**src/rtl/booth_r4_mult.sv**
```systemverilog
// Radix-4 (modified Booth) sequential multiplier: two multiplier bits retired per cycle,
// signed/unsigned per operation, start/busy/done handshake with a held product register.
module booth_r4_mult #(
  parameter int WIDTH = 8,
  parameter int CNT_W = $clog2(WIDTH/2+2)
) (
  input  logic               clk,
  input  logic               rstn,
  input  logic               start,
  input  logic               signed_mode,
  input  logic [WIDTH-1:0]   a,
  input  logic [WIDTH-1:0]   b,
  output logic               busy,
  output logic               done,
  output logic [2*WIDTH-1:0] product
);

  localparam int N = WIDTH + 2;
  localparam int K = WIDTH/2 + 1;

  typedef enum logic [1:0] {IDLE, CALC, DONE} state_t;

  state_t             state_reg, state_next;
  logic [N:0]         m_reg;
  logic [N:0]         acc_reg;
  logic [N-1:0]       q_reg;
  logic               qm1_reg;
  logic [CNT_W-1:0]   cnt_reg;
  logic [2*WIDTH-1:0] product_reg;

  logic               load, step, finish;
  logic [N:0]         ext_a;
  logic [N-1:0]       ext_b;
  logic [N:0]         m2;
  logic [N:0]         addend;
  logic [N:0]         sum;
  logic [N:0]         acc_next;
  logic [N-1:0]       q_next;

  // Extra headroom bits keep unsigned operands positive in Booth terms and let 2M fit.
  assign ext_a = signed_mode ? {{3{a[WIDTH-1]}}, a} : {3'b000, a};
  assign ext_b = signed_mode ? {{2{b[WIDTH-1]}}, b} : {2'b00, b};
  assign m2    = {m_reg[N-1:0], 1'b0};

  always_comb begin
    addend = '0;
    case ({q_reg[1:0], qm1_reg})
      3'b001, 3'b010: addend = m_reg;
      3'b011:         addend = m2;
      3'b100:         addend = -m2;
      3'b101, 3'b110: addend = -m_reg;
      default:        addend = '0;
    endcase
  end

  assign sum      = acc_reg + addend;
  assign acc_next = {{2{sum[N]}}, sum[N:2]};
  assign q_next   = {sum[1:0], q_reg[N-1:2]};

  always_comb begin
    state_next = state_reg;
    load       = 1'b0;
    step       = 1'b0;
    finish     = 1'b0;
    case (state_reg)
      IDLE: begin
        if (start) begin
          load       = 1'b1;
          state_next = CALC;
        end
      end
      CALC: begin
        step = 1'b1;
        if (cnt_reg == CNT_W'(K-1)) begin
          finish     = 1'b1;
          state_next = DONE;
        end
      end
      DONE: begin
        if (start) begin
          load       = 1'b1;
          state_next = CALC;
        end else begin
          state_next = IDLE;
        end
      end
      default: state_next = IDLE;
    endcase
  end

  always_ff @(posedge clk or negedge rstn) begin
    if (!rstn) begin
      state_reg <= IDLE;
    end else begin
      state_reg <= state_next;
    end
  end

  always_ff @(posedge clk or negedge rstn) begin
    if (!rstn) begin
      m_reg       <= '0;
      acc_reg     <= '0;
      q_reg       <= '0;
      qm1_reg     <= 1'b0;
      cnt_reg     <= '0;
      product_reg <= '0;
    end else if (load) begin
      m_reg   <= ext_a;
      acc_reg <= '0;
      q_reg   <= ext_b;
      qm1_reg <= 1'b0;
      cnt_reg <= '0;
    end else if (step) begin
      acc_reg <= acc_next;
      q_reg   <= q_next;
      qm1_reg <= q_reg[1];
      cnt_reg <= cnt_reg + 1'b1;
      // Low 2*WIDTH bits of {ACC,Q} after the final shift hold the exact product.
      if (finish) begin
        product_reg <= {acc_next[WIDTH-3:0], q_next};
      end
    end
  end

  assign busy    = (state_reg == CALC);
  assign done    = (state_reg == DONE);
  assign product = product_reg;

endmodule

```
**config.mk**
```make
export PLATFORM = sky130hd
export DESIGN_NAME = booth_r4_mult
export DESIGN_NICKNAME = d
export VERILOG_FILES = /design/src/rtl/booth_r4_mult.sv
export SDC_FILE = /design/constraint.sdc
export NUM_CORES = 1
export LEC_CHECK = 0
export CAP_MARGIN = 20
export CORE_MARGIN = 4
export CORE_UTILIZATION = 38
export CTS_CLUSTER_DIAMETER = 80
export DETAILED_ROUTE_END_ITERATION = 10
export PLACE_DENSITY_LB_ADDON = 0.05
export SYNTH_ARGS = -nofsm -noshare
export SYNTH_HDL_FRONTEND = slang
export SYNTH_SLANG_ARGS = --single-unit
```
**constraint.sdc**
```tcl
create_clock -name clk -period 4.99 [get_ports clk]
set_clock_uncertainty 0.2 [all_clocks]
set_input_delay 0.7485 -clock clk [delete_from_list [all_inputs] [get_ports clk]]
set_output_delay 0.7485 -clock clk [all_outputs]
set_load 0.02 [all_outputs]
```
==> results by group <==
Timing
  – Setup ws final: 1.19 ns
  – Unrepaired setup endpoints after global routing: no
  – Final TNS setup: 0 ns
  – Slew @ Worst Pin: 0.920 ns
  – Max Slew Vio Count: 0
  – Setup-failing EPs final: 0
  – Fin. Hold Viols: 0
  – F_max: approximately 260 MHz
  – Period utilization: 0.762
  – Worst slew margin: 0.385
  – Min Tclk post-route: between 3 and 4 ns

Global routing
  – First-pass GRT wire length: ~12000 µm
  – Largest net degree at the start of global routing: 51
  – Total GRT Usage: 0.151
  – Number of global-route vias before repair: approximately 2400
  – Initial antenna violation count: 0
  – GRT overflow: 0

Clocking
  – Total CTS buffers: 5
  – Postcts setup bufs: 0
  – Worst skew pair latency: 0.30 ns
  – CTS resizes: 0
  – CTS tree: done
  – CTS Hold Bufs: 0
  – Clock root cell: clkbuf_8
  – Worst-path clk slew: about 0.1 ns
  – Sink Count: 50
  – H-tree depth: 2
  – CTS Buffer Depth: 2

Layout
  – Nets@finish: a little under 400
  – Final std cells w/o fill: between 400 and 500
  – Synthesis-to-finish area growth: 18.2%
  – ANT cells: 0
  – Fill cell count: about 780
  – Final Cell Area: ~3500 µm²
  – Share of post-route cells with drive strength above 1: 0.0994
  – Max FFs per register: 16

Setup path
  – Crit start category: flop
  – CP Class: flop to flop
  – CP Capture Type: flop
  – Worst Path Required: approximately 5 ns
  – Crit path arrival time: between 3 and 4 ns
  – Critical Path Fanout Max: 5

Drt
  – Vias/cell: about 5.4
  – Met2 routed WL: between 3000 and 4000 µm
  – DRC Markers: 0
  – Drt initial violations: around 160
  – Routed Wire Length: about 7000 µm
  – Routed length per placed instance: 15.4 µm
  – Post-route ant nets: 0
  – TritonRoute pass-1 iters: 4
  – Vias: about 2400
  – Met1 WL: between 3000 and 4000 µm
  – Top sig layer: met4
  – WL met3: 341 µm

Placement
  – DP Area: 3430 µm²
  – PortBufs: 37
  – RePlAce Congestion: 0.848
  – Dpl ws: between 1 and 1.5 ns
  – DP Wirelength: just over 5000 µm
  – Placed cells: ~450

Floorplan
  – CORE AREA: slightly below 8000 µm²
  – Chip height: approximately 97 µm
  – Initial Utilization: 0.389
  – Top Ports: 38
  – Die width: 96.7 µm
  – Site Rows: 32
  – Die Area: 9340 µm²

Status
  – Status: finished clean

Synthesis
  – Mapped Area: around 3000 µm²
  – Syn_area_per_cell: roughly 9.3 µm²
  – Number of synthesized flops with an enable pin: 0
  – Ys async rst share: 1.00
  – Register bit total from synthesis: 50
  – Post-synthesis cell count: roughly 320
  – Distinct cells, synth: 48
  – Sequential-to-total area share from yosys stat: 0.419
  – Synth warnings: 0
  – Synth Net Count: around 360
  – Main flop type after synthesis: dfrtp_1

Flow run
  – Max Cap Viol: 0

Worst hold path
  – Min-Delay Path Class: flop to flop
-- through the flow --
stage               hold slack, ns   util
detailed placement           0.270  0.446
CTS                          0.292  0.459
finish                       0.281  0.459
global route                 0.320  0.459
global placement             0.263  0.446
floorplan                    0.253      -
-- cells in the mapped netlist (6+ instances only) --
| cell type | count | area share |
|---|---|---|
| xnor2_1 | 10 | 0.029 |
| o21ai_0 | 37 | 0.062 |
| mux2i_1 | 7 | 0.023 |
| inv_1 | 12 | 0.015 |
| a21oi_1 | 14 | 0.023 |
| nor2_1 | 19 | 0.024 |
| mux2_2 | 15 | 0.057 |
| nand2_1 | 52 | 0.065 |
| dfrtp_1 | 50 | 0.42 |
| nand3_1 | 8 | 0.013 |
| a22oi_1 | 6 | 0.015 |
| clkbuf_1 | 12 | 0.015 |
| ha_1 | 13 | 0.054 |
-- final timing paths --
| kind | end | slack, ns | cells after the start | start |
|---|---|---|---|---|
| max reg2reg | acc_reg[9]$_DFFE_PN0P_ | 1.19 | 16 | m_reg[0]$_DFFE_PN0P_ |
| min | product[15]$_DFFE_PN0P_ | 0.28 | 2 | product[15]$_DFFE_PN0P_ |
| min reg2reg | product[15]$_DFFE_PN0P_ | 0.28 | 2 | product[15]$_DFFE_PN0P_ |
| min in group asynchronous | product[15]$_DFFE_PN0P_ | 0.33 | 2 | rstn |
| max | acc_reg[9]$_DFFE_PN0P_ | 1.19 | 16 | m_reg[0]$_DFFE_PN0P_ |
| max in group asynchronous | m_reg[1]$_DFFE_PN0P_ | 3.80 | 2 | rstn |
-- routing by layer --
| layer | vias to the layer above | global-route usage |
|---|---|---|
| li1 | 1197 | - |
| met1 | 1153 | 0.215 |
| met2 | 74 | 0.230 |
| met3 | 10 | 0.0303 |
| met4 | 0 | 0.0529 |
| met5 | - | 0 |
-- layout make-up --
| class | count | area [µm²] | area share |
|---|---|---|---|
| multi-input combinational | 240 | 1600 | 0.453 |
| sequential | 50 | 1250 | 0.354 |
| timing repair buffer | 42 | 403 | 0.114 |
| tap | 102 | 128 | 0.0361 |
| clock buffer | 7 | 96.3 | 0.0273 |
| inverter | 12 | 45.0 | 0.0128 |
| clock inverter | 1 | 8.76 | 0.00248 |
-- cell families after synthesis --
family / after synthesis / synth area share
compound gates: 86 / 0.176
xor+xnor: 14 / 0.0411
fa+ha+maj: 14 / 0.0612
buf+inv: 32 / 0.0465
flops: 50 / 0.419
mux: 24 / 0.0964
simple gates: 102 / 0.160
-- placed cells by master, fill, tap and decap left out, drive strengths merged, types with 3 or more instances in the layout --
master         synthesis  layout
xor2                   4       4
clkbuf                12       7
or3                    3       3
a21oi                 14      14
nor3                   3       3
a22o                   3       3
clkdlybuf4s50          0      36
o21ai                 37      37
a31oi                  5       5
nand2                 52      52
a21o                   4       4
a211oi                 3       3
inv                   12      12
buf                    8       6
ha                    13      13
nor2b                  4       4
o21bai                 3       3
mux2i                  7       7
dfrtp                 50      50
xnor2                 10      10
mux2                  15      15
a22oi                  6       6
nand3                  8       8
nor2                  19      19
-- critical path, cell delays in order (launching register included) --
cell     delay [ns]
dfrtp_1        0.43
inv_1          0.10
ha_1           0.22
nand2_1        0.11
or2_2          0.31
or3_1          0.31
a21oi_1        0.16
a21oi_1        0.05
mux4_1         0.50
ha_1           0.39
nand3_1        0.14
nor3b_1        0.21
nor2_1         0.06
nand2_1        0.08
xnor2_1        0.08
or3_1          0.31
nand3_1        0.08
Power is left out: the tool's default activity adds up to more than one toggle a clock period on the data nets, which glitch-free logic cannot reach.
